$ cat src/rtl/i2c_byte_master.sv
// Byte-level I2C master: executes START, WRITE, READ and STOP commands one at a time,
// each built from four SCL quarters, with clock stretching and write arbitration detection.
module i2c_byte_master #(
  parameter int unsigned CLK_DIV = 4
) (
  input  logic       i_clk,
  input  logic       i_rst_n,
  input  logic       i_valid,
  output logic       o_ready,
  input  logic [1:0] i_cmd,
  input  logic [7:0] i_tx_data,
  input  logic       i_ack_send,
  output logic       o_done,
  output logic [7:0] o_rx_data,
  output logic       o_ack_rcvd,
  output logic       o_arb_lost,
  output logic       o_scl_write,
  output logic       o_sda_write,
  input  logic       i_scl_read,
  input  logic       i_sda_read
);

  typedef enum logic [1:0] {StIdle, StStart, StBit, StStop} state_e;
  typedef enum logic [1:0] {CmdStart, CmdWrite, CmdRead, CmdStop} cmd_e;

  localparam logic [15:0] Reload = 16'(CLK_DIV - 1);

  state_e      state_q, state_d;
  cmd_e        cmd_q, cmd_d;
  logic [1:0]  quarter_q, quarter_d;
  logic [15:0] cnt_q, cnt_d;
  logic [3:0]  slot_q, slot_d;
  logic [7:0]  tx_q, tx_d;
  logic        ack_send_q, ack_send_d;
  logic [7:0]  rx_q, rx_d;
  logic        ack_rcvd_q, ack_rcvd_d;
  logic        scl_q, scl_d;
  logic        sda_q, sda_d;
  logic        done_q, done_d;
  logic        arb_q, arb_d;
  logic        stall;
  logic        arb_hit;

  // {scl, sda} levels driven for the whole of a given quarter.
  function automatic logic [1:0] line_levels(state_e st, logic [1:0] q, logic [3:0] slot,
                                             cmd_e cmd, logic [7:0] tx, logic ack_send);
    logic [1:0] lv;
    lv = 2'b11;
    case (st)
      StStart: lv = (q == 2'd3) ? 2'b00 : ((q == 2'd2) ? 2'b10 : 2'b11);
      StStop:  lv = (q == 2'd0) ? 2'b00 : ((q == 2'd1) ? 2'b10 : 2'b11);
      StBit: begin
        lv[1] = q[1];
        if (slot == 4'd8) begin
          lv[0] = (cmd == CmdWrite) ? 1'b1 : ack_send;
        end else begin
          lv[0] = (cmd == CmdWrite) ? tx[3'd7 - slot[2:0]] : 1'b1;
        end
      end
      default: lv = 2'b11;
    endcase
    return lv;
  endfunction

  // A slave holding SCL low freezes any quarter in which we have released SCL.
  assign stall = scl_q & ~i_scl_read;

  always_comb begin
    state_d    = state_q;
    cmd_d      = cmd_q;
    quarter_d  = quarter_q;
    cnt_d      = cnt_q;
    slot_d     = slot_q;
    tx_d       = tx_q;
    ack_send_d = ack_send_q;
    rx_d       = rx_q;
    ack_rcvd_d = ack_rcvd_q;
    scl_d      = scl_q;
    sda_d      = sda_q;
    done_d     = 1'b0;
    arb_d      = 1'b0;
    arb_hit    = 1'b0;

    case (state_q)
      StIdle: begin
        if (i_valid) begin
          cmd_d      = cmd_e'(i_cmd);
          tx_d       = i_tx_data;
          ack_send_d = i_ack_send;
          quarter_d  = 2'd0;
          slot_d     = 4'd0;
          cnt_d      = Reload;
          case (cmd_e'(i_cmd))
            CmdStart: state_d = StStart;
            CmdStop:  state_d = StStop;
            default:  state_d = StBit;
          endcase
          {scl_d, sda_d} = line_levels(state_d, 2'd0, 4'd0, cmd_e'(i_cmd), i_tx_data,
                                       i_ack_send);
        end
      end
      default: begin
        if (!stall) begin
          if (cnt_q != 16'd0) begin
            cnt_d = cnt_q - 16'd1;
          end else begin
            // Last cycle of Q2 is the SDA sample point of every bit slot.
            if (state_q == StBit && quarter_q == 2'd2) begin
              if (slot_q == 4'd8) begin
                if (cmd_q == CmdWrite) ack_rcvd_d = i_sda_read;
              end else if (cmd_q == CmdRead) begin
                rx_d = {rx_q[6:0], i_sda_read};
              end else if (sda_q && !i_sda_read) begin
                arb_hit = 1'b1;
              end
            end

            if (arb_hit) begin
              state_d   = StIdle;
              quarter_d = 2'd0;
              slot_d    = 4'd0;
              scl_d     = 1'b1;
              sda_d     = 1'b1;
              arb_d     = 1'b1;
            end else if (quarter_q == 2'd3 && (state_q != StBit || slot_q == 4'd8)) begin
              // Lines keep their last levels so the bus stays owned between commands.
              state_d   = StIdle;
              quarter_d = 2'd0;
              slot_d    = 4'd0;
              done_d    = 1'b1;
            end else begin
              quarter_d = quarter_q + 2'd1;
              slot_d    = (quarter_q == 2'd3) ? slot_q + 4'd1 : slot_q;
              cnt_d     = Reload;
              {scl_d, sda_d} = line_levels(state_q, quarter_d, slot_d, cmd_q, tx_q,
                                           ack_send_q);
            end
          end
        end
      end
    endcase
  end

  always_ff @(posedge i_clk or negedge i_rst_n) begin
    if (!i_rst_n) begin
      state_q    <= StIdle;
      cmd_q      <= CmdStart;
      quarter_q  <= 2'd0;
      cnt_q      <= 16'd0;
      slot_q     <= 4'd0;
      tx_q       <= 8'd0;
      ack_send_q <= 1'b0;
      rx_q       <= 8'd0;
      ack_rcvd_q <= 1'b0;
      scl_q      <= 1'b1;
      sda_q      <= 1'b1;
      done_q     <= 1'b0;
      arb_q      <= 1'b0;
    end else begin
      state_q    <= state_d;
      cmd_q      <= cmd_d;
      quarter_q  <= quarter_d;
      cnt_q      <= cnt_d;
      slot_q     <= slot_d;
      tx_q       <= tx_d;
      ack_send_q <= ack_send_d;
      rx_q       <= rx_d;
      ack_rcvd_q <= ack_rcvd_d;
      scl_q      <= scl_d;
      sda_q      <= sda_d;
      done_q     <= done_d;
      arb_q      <= arb_d;
    end
  end

  assign o_ready     = (state_q == StIdle);
  assign o_done      = done_q;
  assign o_arb_lost  = arb_q;
  assign o_rx_data   = rx_q;
  assign o_ack_rcvd  = ack_rcvd_q;
  assign o_scl_write = scl_q;
  assign o_sda_write = sda_q;

endmodule
$ cat config.mk
export PLATFORM = sky130hd
export DESIGN_NAME = i2c_byte_master
export DESIGN_NICKNAME = d
export VERILOG_FILES = /design/src/rtl/i2c_byte_master.sv
export SDC_FILE = /design/constraint.sdc
export NUM_CORES = 1
export LEC_CHECK = 0
export CAP_MARGIN = 0
export CORE_ASPECT_RATIO = 1.2
export CORE_MARGIN = 4
export CORE_UTILIZATION = 45
export CTS_CLUSTER_SIZE = 10
export DETAILED_ROUTE_END_ITERATION = 12
export PLACE_DENSITY = 0.66
export SKIP_CTS_REPAIR_TIMING = 1
export SYNTH_ARGS = -nofsm -noshare
export SYNTH_HDL_FRONTEND = slang
export SYNTH_SLANG_ARGS = --single-unit
$ cat constraint.sdc
create_clock -name i_clk -period 4.4 [get_ports i_clk]
set_input_delay 0.66 -clock i_clk [delete_from_list [all_inputs] [get_ports i_clk]]
set_output_delay 0.66 -clock i_clk [all_outputs]
set_load 0.03 [all_outputs]
After elaboration in Yosys (flattened, before gate mapping)
Cells that the tools add are included.
Word-level totals
  flip-flop bits (word level): 48
  input bits: 16
  output and inout port bits: 14
  logic and storage cells: 132
Cells by class
  $add $sub $neg: 4
  magnitude comparators: 1
  equal/unequal tests: 23
  mux-type cells: 68
  bitwise operators: 6
  reductions and logical operators: 17
Operators by type and width (count)
  two-way mux 16 bit: 6
  two-way mux 1 bit: 35
  two-way mux 2 bit: 16
  two-way mux 4 bit: 7
  equality test 2 bit, second input constant: 10
  nonzero test 16 bit: 1
  subtractor 16 x 1 -> 16 bit, second input constant: 1
  AND reduction 4 bit: 3
  AND reduction 6 bit: 2
  != test 3 bit, second input constant: 3
  equality test 2 x 1 -> 1 bit, second input constant: 4
  equality test 4 bit, second input constant: 2
  != test 2 bit, second input constant: 4
  one-hot mux 2 bit (2 select lines): 2
  logical NOT 2 bit: 3
  one-hot mux 2 bit (3 select lines): 1
  NOT 1 bit: 5
  adder 4 x 1 -> 4 bit, second input constant: 1
  < comparator 3 x 4 -> 1 bit, second input constant: 1
  binary-select mux 1 bit (select 3 bit): 1
  logical AND 1 bit: 3
  AND reduction 3 bit: 1
  nonzero test 3 bit: 1
  subtractor 3 bit, first input constant: 1
  other kinds (5): 5

Logic depth before layout (Yosys ltp)
Gate-level depths: netlist (run 1).
  depth in word-level cells: 13
  depth in mapped cells: 10
  mapped depth without buffers: 8

Least setup slack after synthesis (run 1)
Ideal clock, no wire load.
  kind: reg2reg
  from: reg quarter_q[0]
  to: reg sda_q, in the netlist o_sda_write
  library setup time: 92 ps
  arrival: 2253 ps
  required time: 4308 ps
  slack: 2055 ps
  cell stages (with the launch flop): 8
  period minus slack after synthesis: 2345 ps
  path through: dfrtp_1 ha_1 buf_2 xnor2_1 mux4_2 mux2_2 o41ai_1 a31oi_1
On the way
  word-level cells in the longest chain between the ends: 13
  elaborated cells on any way between the ends: 32
RTL lines
  from (decl): RTL line 30  | logic [1:0] quarter_q, quarter_d;
  from (signal assigned): RTL line 162  | quarter_q <= quarter_d;
  equality test 2 bit: RTL line 125, 133
  two-way mux 4 bit: RTL line 133  | slot_d = (quarter_q == 2'd3) ? slot_q + 4'd1 : slot_q;
  subtractor 3 bit: RTL line 57  | lv[0] = (cmd == CmdWrite) ? tx[3'd7 - slot[2:0]] : 1'b1;
  binary-select mux 1 bit (select 3 bit): RTL line 57
  two-way mux 1 bit (implied by the code): RTL line 57
  two-way mux 1 bit: RTL line 57
  two-way mux 1 bit: RTL line 54  | if (slot == 4'd8) begin
  one-hot mux 2 bit (3 select lines): RTL line 49  | case (st)
  two-way mux 1 bit: RTL line 125  | end else if (quarter_q == 2'd3 && (state_q != StBit || slot_q == 4'd8)) begin
  two-way mux 1 bit: RTL line 118  | if (arb_hit) begin
  two-way mux 1 bit: RTL line 104  | if (cnt_q != 16'd0) begin
  two-way mux 1 bit: RTL line 103  | if (!stall) begin
  two-way mux 1 bit: RTL line 84  | case (state_q)
  to (signal assigned): RTL line 156  | sda_q <= 1'b1;
  to (signal assigned): RTL line 170  | sda_q <= sda_d;
  to (decl): RTL line 38  | logic sda_q, sda_d;
Several ways; a longest one is shown, not always the timed one. The select of a mux whose other input is x is not followed.
A chain may end at the register's enable or synchronous reset.

Final worst setup path (run 1)
  from: reg cnt_q[0]
  to: reg cnt_q[3]
On the way
  word-level cells in the longest chain between the ends: 4
  elaborated cells on any way between the ends: 8
RTL lines
  from (decl): RTL line 31  | logic [15:0] cnt_q, cnt_d;
  from (signal assigned): RTL line 163  | cnt_q <= cnt_d;
  subtractor 16 x 1 -> 16 bit / nonzero test 16 bit (equally long branches): RTL line 105, 104
  two-way mux 16 bit: RTL line 104
  two-way mux 16 bit: RTL line 103
  two-way mux 16 bit: RTL line 84
Several ways; a longest one is shown, not always the timed one. The select of a mux whose other input is x is not followed.

==> results.rst, run 1 <==
.. list-table::
   :header-rows: 1

   * - Metric
     - Value
   * - Crit path capture type
     - register
   * - H-Tree Depth
     - 2
   * - Highest fanout seen on the critical path
     - 13
   * - Post-CTS clock slew at the launch and capture registers of the worst setup and hold paths
     - roughly 0.09 ns
   * - Number of global-route vias before repair
     - 1,940
   * - Data arrival time of the critical path
     - about 3.1 ns
   * - Fin nets
     - between 300 and 400
   * - Final worst clock skew
     - roughly 0.009 ns
   * - Max_slew headroom
     - 29.78%
   * - Total via count in the routed design
     - 1,932
   * - Cells after synthesis
     - 251
   * - Async S/R FF share, synth
     - 100.0%
   * - Die H
     - 92.42 µm
   * - Worst path required time
     - roughly 4.6 ns
   * - Number of synthesized flops with an enable pin
     - 0
   * - Final min period
     - 2.915 ns
   * - Worst slew pin tran
     - 1.053 ns
   * - Pin count of the biggest net entering global routing
     - 49
   * - Number of buffers added on ports
     - 29
   * - Post-Layout Cell Count
     - 359
   * - Worst reg2reg setup slack
     - 1.49 ns
   * - Power after layout
     - 1.902 mW
   * - Critical setup path kind
     - reg -> reg
   * - Post-DRT Antenna Nets
     - 0
   * - Leak
     - 1.342 nW
   * - Drt initial violations
     - 114
   * - Worst stage delay on the critical path
     - between 0.6 and 0.7 ns
   * - Launch instance of the worst register-to-register path
     - cnt_q[0]$_DFFE_PN0P_
   * - Final setup TNS
     - 0 ns
   * - Total routing usage reported by global routing
     - 15.98%
   * - Crit Reg-Reg Endpoint
     - cnt_q[3]$_DFFE_PN0P_
   * - Unique masters post-synth
     - 56
   * - Die area
     - 0.007241 mm²
   * - Post-synthesis instance area
     - 0.002673 mm²
   * - # clock sinks
     - 48
   * - CTS tree
     - done
   * - Critical hold path startpoint
     - o_ack_rcvd$_DFFE_PN0P_
   * - Diode count
     - 0
   * - DIE WIDTH
     - 78.35 µm
   * - Peak Freq
     - 343.1 MHz
   * - RePlAce Congestion
     - roughly 0.85
   * - Count of yosys warnings during synthesis
     - 0
   * - Setup violations, final
     - 0
   * - Number of standard-cell rows in the floorplan
     - 30
   * - Clock latency at the later pin of the worst-skew pair
     - 0.30 ns
   * - Final Max Tran Viols
     - 0
   * - Hold crit path type
     - reg -> reg
   * - Layout cells sized above 1
     - 17.20%
   * - Hold-critical path endpoint
     - o_ack_rcvd$_DFFE_PN0P_
   * - Power per cell area
     - about 600 mW/mm²
   * - Number of placed I/O pins
     - 30
   * - Cell count after placement
     - roughly 350
   * - Register-to-Register Path Depth
     - 7
   * - Avg WL per Cell
     - about 15 µm
   * - Remaining design rule violation count
     - 0
   * - Initial antenna violation count
     - 0
   * - DP HPWL
     - 3945 µm
   * - Kind of launch point of the worst setup path
     - register
   * - Starting density of the core
     - 46.84%
   * - Global-route wire length before repair
     - ~9200 µm
   * - Router iterations before antenna repair
     - 4
   * - Global-route congestion overflow total
     - 0
   * - Final Hold Fails
     - 0
   * - Cells traversed along the worst timing path
     - inv_1, ha_1, or4b_2, nor4_4, a21oi_1, nor2_1, nor4_1
   * - Reported max-cap violation count
     - 0
   * - Post-Synthesis Mean Instance Area
     - 10.65 µm²
   * - Final clock period utilization by the worst path
     - 66.24%
   * - Number of buffers on the longest clock path
     - 2
   * - Layout-stage area growth over the synthesis result
     - 15.87%
   * - Critical Path Slowest Stage Cell
     - sky130_fd_sc_hd__nor2_1
   * - Outcome
     - finished clean
   * - Share of synthesized area occupied by flip-flops and latches
     - a little under half
   * - Hold Crit Depth
     - 1
   * - Number of vias per cell after detailed routing
     - 5.382
   * - Number of buffers created by CTS
     - 5
   * - Wire length reported by the detailed router
     - 5212 µm
   * - End-of-flow core utilization
     - 54.28%
   * - Maximum vdd drop
     - roughly 0.25 mV
   * - Dominant register cell in the synthesized netlist
     - sky130_fd_sc_hd__dfrtp_1
   * - Clock root buffer
     - sky130_fd_sc_hd__clkbuf_8
   * - Synthesized net count
     - 277
   * - Unrepaired setup endpoints after global routing
     - false
   * - Register bit total from synthesis
     - 48
   * - Floorplan Core Area
     - 0.005705 mm²
## sequential cells by signal, indices dropped and copies added, names as in the netlist
signal and flops:
cnt_q 16, o_rx_data 8, tx_q 8, slot_q 4
cmd_q 2, quarter_q 2, state_q 2, ack_send_q 1
o_ack_rcvd 1, o_arb_lost 1, o_done 1, o_scl_write 1
o_sda_write 1
## kinds of logic after synthesis
kind of cell	synth area share, %
simple gates	20.55
flops	45.04
compound gates	11.10
mux	11.66
buf+inv	3.371
xor+xnor	3.605
fa+ha+maj	4.682
## power by group
group | switching [mW] | total, mW | internal (mW)
Clock | 0.152 | 0.266 | 0.114
Combinational | 0.519 | 0.909 | 0.390
Sequential | 0.139 | 0.727 | 0.588
## routing by layer
| layer | GRT usage [%] | up-vias | part of all wire, % |
|---|---|---|---|
| li1 | - | 955 | - |
| met1 | 19.80 | 934 | 43 |
| met2 | 27.21 | 33 | 52 |
| met3 | 3.405 | 10 | 3.1 |
| met4 | 5.977 | 0 | 2.0 |
| met5 | 0 | - | 0 |
## synthesized netlist by cell type, types with 2 or more instances
cell type,count,area (µm²)
sky130_fd_sc_hd__and2b_1,2,15.01
sky130_fd_sc_hd__nor2_1,28,105.1
sky130_fd_sc_hd__mux4_2,2,45.04
sky130_fd_sc_hd__or4_1,2,15.01
sky130_fd_sc_hd__dfrtp_1,46,1151
sky130_fd_sc_hd__nor3_4,2,32.53
sky130_fd_sc_hd__buf_2,6,30.03
sky130_fd_sc_hd__mux2_2,21,236.5
sky130_fd_sc_hd__a21oi_1,8,40.04
sky130_fd_sc_hd__nand3_1,2,10.01
sky130_fd_sc_hd__dfstp_2,2,52.55
sky130_fd_sc_hd__mux2i_1,3,30.03
sky130_fd_sc_hd__ha_1,10,125.1
sky130_fd_sc_hd__or4b_2,2,20.02
sky130_fd_sc_hd__nor3_1,8,40.04
sky130_fd_sc_hd__or3_2,2,15.01
sky130_fd_sc_hd__nor2b_1,2,12.51
sky130_fd_sc_hd__inv_1,10,37.54
sky130_fd_sc_hd__xnor2_1,5,43.79
sky130_fd_sc_hd__and3_1,5,31.28
sky130_fd_sc_hd__o21ai_0,11,55.05
sky130_fd_sc_hd__nand2b_1,5,31.28
sky130_fd_sc_hd__and2_1,3,18.77
sky130_fd_sc_hd__nand4_1,2,12.51
sky130_fd_sc_hd__nor4_1,2,12.51
sky130_fd_sc_hd__nand2_1,12,45.04
sky130_fd_sc_hd__o211ai_1,3,22.52
sky130_fd_sc_hd__a31oi_1,3,18.77
sky130_fd_sc_hd__xor2_1,6,52.55
sky130_fd_sc_hd__o31ai_1,6,45.04
sky130_fd_sc_hd__a21o_1,2,15.01
sky130_fd_sc_hd__a211oi_1,3,22.52
sky130_fd_sc_hd__or2_1,2,12.51
## cell usage in the layout (no fill, tap or decap), types with 2 or more instances in the layout
| master | netlist | final |
|---|---|---|
| sky130_fd_sc_hd__or3_2 | 2 | 2 |
| sky130_fd_sc_hd__o31ai_1 | 6 | 6 |
| sky130_fd_sc_hd__nor3_1 | 8 | 8 |
| sky130_fd_sc_hd__and2_1 | 3 | 3 |
| sky130_fd_sc_hd__or4_1 | 2 | 2 |
| sky130_fd_sc_hd__nand2_1 | 12 | 12 |
| sky130_fd_sc_hd__o211ai_1 | 3 | 3 |
| sky130_fd_sc_hd__and2b_1 | 2 | 2 |
| sky130_fd_sc_hd__dfstp_2 | 2 | 2 |
| sky130_fd_sc_hd__o21ai_0 | 11 | 11 |
| sky130_fd_sc_hd__mux4_2 | 2 | 2 |
| sky130_fd_sc_hd__inv_1 | 10 | 10 |
| sky130_fd_sc_hd__ha_1 | 10 | 10 |
| sky130_fd_sc_hd__a211oi_1 | 3 | 3 |
| sky130_fd_sc_hd__or4b_2 | 2 | 2 |
| sky130_fd_sc_hd__xnor2_1 | 5 | 5 |
| sky130_fd_sc_hd__nor2_1 | 28 | 28 |
| sky130_fd_sc_hd__nor3_4 | 2 | 2 |
| sky130_fd_sc_hd__a31oi_1 | 3 | 3 |
| sky130_fd_sc_hd__mux2i_1 | 3 | 3 |
| sky130_fd_sc_hd__a21oi_1 | 8 | 8 |
| sky130_fd_sc_hd__and3_1 | 5 | 5 |
| sky130_fd_sc_hd__nand3_1 | 2 | 2 |
| sky130_fd_sc_hd__or2_1 | 2 | 2 |
| sky130_fd_sc_hd__clkdlybuf4s50_1 | 0 | 28 |
| sky130_fd_sc_hd__nand4_1 | 2 | 2 |
| sky130_fd_sc_hd__mux2_2 | 21 | 21 |
| sky130_fd_sc_hd__nand2b_1 | 5 | 5 |
| sky130_fd_sc_hd__nor2b_1 | 2 | 2 |
| sky130_fd_sc_hd__dfrtp_1 | 46 | 46 |
| sky130_fd_sc_hd__a21o_1 | 2 | 2 |
| sky130_fd_sc_hd__xor2_1 | 6 | 6 |
| sky130_fd_sc_hd__clkbuf_8 | 0 | 5 |
| sky130_fd_sc_hd__nor4_1 | 2 | 2 |
## metrics by stage
step | setup WS, ns | hold WS, ns | area, µm²
after floorplan | 2.055 | 0.3644 | 2673
after global placement | 1.475 | 0.4857 | 3005
after detailed placement | 1.481 | 0.4953 | 3005
after CTS | 1.441 | 0.5182 | 3097
after global routing | 1.221 | 0.5390 | 3097
final | 1.485 | 0.5154 | 3097
## how the worst max path moves through the flow
stage / start / end / slack [ns] / cells past startpoint
3_3_place_gp: i_scl_read / cnt_q[10]$_DFFE_PN0P_ / 1.47 / 7
2_1_floorplan: quarter_q[0]$_DFFE_PN0P_ / o_sda_write$_DFFE_PN1P_ / 2.06 / 7
3_5_place_dp: i_scl_read / cnt_q[10]$_DFFE_PN0P_ / 1.48 / 7
6_report: cnt_q[0]$_DFFE_PN0P_ / cnt_q[3]$_DFFE_PN0P_ / 1.49 / 7
5_1_grt: cnt_q[0]$_DFFE_PN0P_ / cnt_q[3]$_DFFE_PN0P_ / 1.22 / 7
4_1_cts: cnt_q[0]$_DFFE_PN0P_ / cnt_q[3]$_DFFE_PN0P_ / 1.44 / 7
## worst max-delay path: cells and delay by family (launching register included)
family / cells / cell delay [ns]
buf+inv: 1 / 0.09
fa+ha+maj: 1 / 0.21
flops: 1 / 0.42
compound gates: 1 / 0.12
simple gates: 4 / 1.91
## layout make-up
type / instances / area (µm²)
tap: 80 / 100.1
clock inverter: 3 / 22.52
sequential: 48 / 1204
timing repair buffer: 29 / 285.3
multi-input combinational: 184 / 1379
fill: 536 / 2609
clock buffer: 5 / 68.82
inverter: 10 / 37.54
Power figures use the tool's default switching activity.
==> run 2, diff against run 1 <==
- PLACE_DENSITY: 0.66 -> 0.69
- clock period: 4.4 -> 2.5 ns (I/O delays scaled with it)
==> results.rst, run 2 (same netlist as run 1, synthesis figures left out) <==
.. list-table::
   :header-rows: 1

   * - Metric
     - Value
   * - Number of flip-flops under the largest register name
     - 16 (unchanged)
   * - Die H
     - 92.42 µm (unchanged)
   * - # clock sinks
     - 48 (unchanged)
   * - CP Launch Point
     - state_q[0]$_DFFE_PN0P_ (was cnt_q[0]$_DFFE_PN0P_)
   * - Clock latency at the later pin of the worst-skew pair
     - 0.30 ns (about the same)
   * - Total via count in the routed design
     - 2,033 (was 1,932)
   * - Critical setup path kind
     - reg -> out (was reg -> reg)
   * - Layout-stage area growth over the synthesis result
     - 22.99% (was 15.87%)
   * - Setup violations, final
     - 0 (unchanged)
   * - Maximum vdd drop
     - 0.5798 mV (was 0.2536 mV)
   * - Final worst clock skew
     - 0.004533 ns (was 0.009093 ns)
   * - Worst path required time
     - 2.12 ns (was 4.55 ns)
   * - Post-DRT Antenna Nets
     - 0 (unchanged)
   * - Unrepaired setup endpoints after global routing
     - false (unchanged)
   * - Failing checks
     - hold timing
   * - Final Max Tran Viols
     - 0 (unchanged)
   * - Peak Freq
     - 412.7 MHz
   * - DIE WIDTH
     - 78.35 µm (unchanged)
   * - Number of vias per cell after detailed routing
     - 5.350 (was 5.382)
   * - Wire length reported by the detailed router
     - 5736 µm (was 5212 µm)
   * - H-Tree Depth
     - 2 (unchanged)
   * - Reported max-cap violation count
     - 0 (unchanged)
   * - Highest fanout seen on the critical path
     - 11 (was 13)
   * - DP HPWL
     - 4440 µm (was 3945 µm)
   * - Crit Reg-Reg Endpoint
     - o_sda_write$_DFFE_PN1P_ (was cnt_q[3]$_DFFE_PN0P_)
   * - Number of global-route vias before repair
     - 2,116 (was 1,940)
   * - Register-to-Register Path Depth
     - 7 (unchanged)
   * - Drt initial violations
     - 113 (was 114)
   * - Crit path capture type
     - primary output (was register)
   * - Diode count
     - 0 (unchanged)
   * - Floorplan Core Area
     - 0.005705 mm² (unchanged)
   * - Starting density of the core
     - 46.84% (unchanged)
   * - Total routing usage reported by global routing
     - 17.10% (was 15.98%)
   * - Placed inst area
     - 0.003156 mm² (was 0.003005 mm²)
   * - End-of-flow core utilization
     - 57.61% (was 54.28%)
   * - Final setup TNS
     - 0 ns (unchanged)
   * - Number of buffers created by CTS
     - 5 (unchanged)
   * - Global-route congestion overflow total
     - 0 (unchanged)
   * - Router iterations before antenna repair
     - 4 (unchanged)
   * - Most common cell after layout, fill and taps aside
     - sky130_fd_sc_hd__dfrtp_1 (unchanged)
   * - Final clock period utilization by the worst path
     - 96.91%
   * - Leak
     - 1.451 nW (was 1.342 nW)
   * - Remaining design rule violation count
     - 0 (unchanged)
   * - RePlAce Congestion
     - 0.8392 (was 0.8461)
   * - Number of standard-cell rows in the floorplan
     - 30 (unchanged)
   * - Hold_ws
     - -0.0009279 ns (was 0.5154 ns)
   * - Most frequent cells in the layout
     - sky130_fd_sc_hd__dfrtp_1, sky130_fd_sc_hd__clkdlybuf4s50_1, sky130_fd_sc_hd__nor2_1 (was sky130_fd_sc_hd__dfrtp_1, sky130_fd_sc_hd__nor2_1, sky130_fd_sc_hd__clkdlybuf4s50_1)
   * - Layout cells sized above 1
     - 24.67% (was 17.20%)
   * - Kind of launch point of the worst setup path
     - register (unchanged)
   * - Final Hold Fails
     - 5 (was 0)
   * - Non-Filler Cell Area, Final
     - 0.003287 mm² (was 0.003097 mm²)
   * - CTS tree
     - done (unchanged)
   * - Number of buffers on the longest clock path
     - 2 (unchanged)
   * - Pin count of the biggest net entering global routing
     - 20 (was 49)
   * - Largest register by flop count
     - cnt_q (unchanged)
   * - Final min period
     - 2.423 ns
   * - Launch instance of the worst register-to-register path
     - quarter_q[1]$_DFFE_PN0P_ (was cnt_q[0]$_DFFE_PN0P_)
   * - Worst reg2reg setup slack
     - 0.18 ns (was 1.49 ns)
   * - Power after layout
     - 3.606 mW (was 1.902 mW)
   * - Data arrival time of the critical path
     - 2.05 ns (was 3.06 ns)
   * - Power per cell area
     - 1097 mW/mm² (was 614.3 mW/mm²)
   * - Global-route wire length before repair
     - 9832 µm (was 9246 µm)
   * - Outcome
     - finished, violations left (was finished clean)
   * - Max_slew headroom
     - 62.00% (was 29.78%)
   * - Initial antenna violation count
     - 0 (unchanged)
   * - Die area
     - 0.007241 mm² (unchanged)
   * - Hold crit path type
     - in -> async (was reg -> reg)
   * - Avg WL per Cell
     - 15.09 µm (was 14.52 µm)
   * - Worst slew pin tran
     - 0.5657 ns (was 1.053 ns)
   * - Number of placed I/O pins
     - 30 (unchanged)
   * - Number of filler instances in the final layout
     - 517 (was 536)
   * - Post-CTS clock slew at the launch and capture registers of the worst setup and hold paths
     - 0.08 ns (was 0.09 ns)
   * - Number of buffers added on ports
     - 29 (unchanged)
   * - Clock root buffer
     - sky130_fd_sc_hd__clkbuf_8 (unchanged)
   * - Fin nets
     - 325 (was 304)
run 2: power by group:
group | internal [mW] | switching [mW] | leakage, nW
logic | 0.852 | 0.999 | 0.779
registers | 1.04 | 0.243 | 0.621
clock network | 0.221 | 0.254 | 0.0510
total | 2.11 | 1.50 | 1.45
run 2: stage by stage:
stage / std cells / setup WS [ns]
4_1_cts: 379 / 0.03450
5_1_grt: 380 / 0.008332
2_1_floorplan: 251 / 0.1550
6_report: 380 / 0.07714
3_5_place_dp: 371 / 0.04786
3_3_place_gp: 371 / 0.1009
run 2: how the worst max path moves through the flow:
stage | endpoint | slack (ns) | cells after the start
finish | o_ready | 0.08 | 3
global route | o_sda_write$_DFFE_PN1P_ | 0.008 | 7
CTS | o_rx_data[3]$_DFFE_PN0P_ | 0.03 | 5
detailed placement | o_rx_data[1]$_DFFE_PN0P_ | 0.05 | 5
global placement | o_rx_data[5]$_DFFE_PN0P_ | 0.10 | 5
floorplan | o_sda_write$_DFFE_PN1P_ | 0.16 | 7
run 2: routing by layer:
metal	track usage (%)	wire (µm)	part of all wire [%]	vias to the layer above
li1	-	-	-	996
met1	19.84	2413	42	992
met2	31.50	3032	53	37
met3	3.113	190	3.3	8
met4	5.539	99	1.7	0
met5	0	0	0	-
run 2: layout make-up:
| type | instances | area, µm² | area share (%) |
|---|---|---|---|
| Clock inverter | 2 | 10.01 | 0.3045 |
| Timing Repair Buffer | 50 | 442.9 | 13.48 |
| Inverter | 10 | 37.54 | 1.142 |
| Tap cell | 80 | 100.1 | 3.045 |
| Sequential cell | 48 | 1204 | 36.62 |
| Multi-Input combinational cell | 184 | 1410 | 42.90 |
| Clock buffer | 6 | 82.58 | 2.512 |
run 2: critical path, cell delays in order (launching register included):
cell and delay, ns:
sky130_fd_sc_hd__dfrtp_1 0.52, sky130_fd_sc_hd__or2_1 0.37, sky130_fd_sc_hd__inv_1 0.17, sky130_fd_sc_hd__clkdlybuf4s50_1 0.70
==> run 3, diff against run 2 <==
- GPL_ROUTABILITY_DRIVEN: default -> 0
- TNS_END_PERCENT: default -> 50
==> results of run 3 <==
No change in the layout: final DEF, timing and power equal those of run 2.
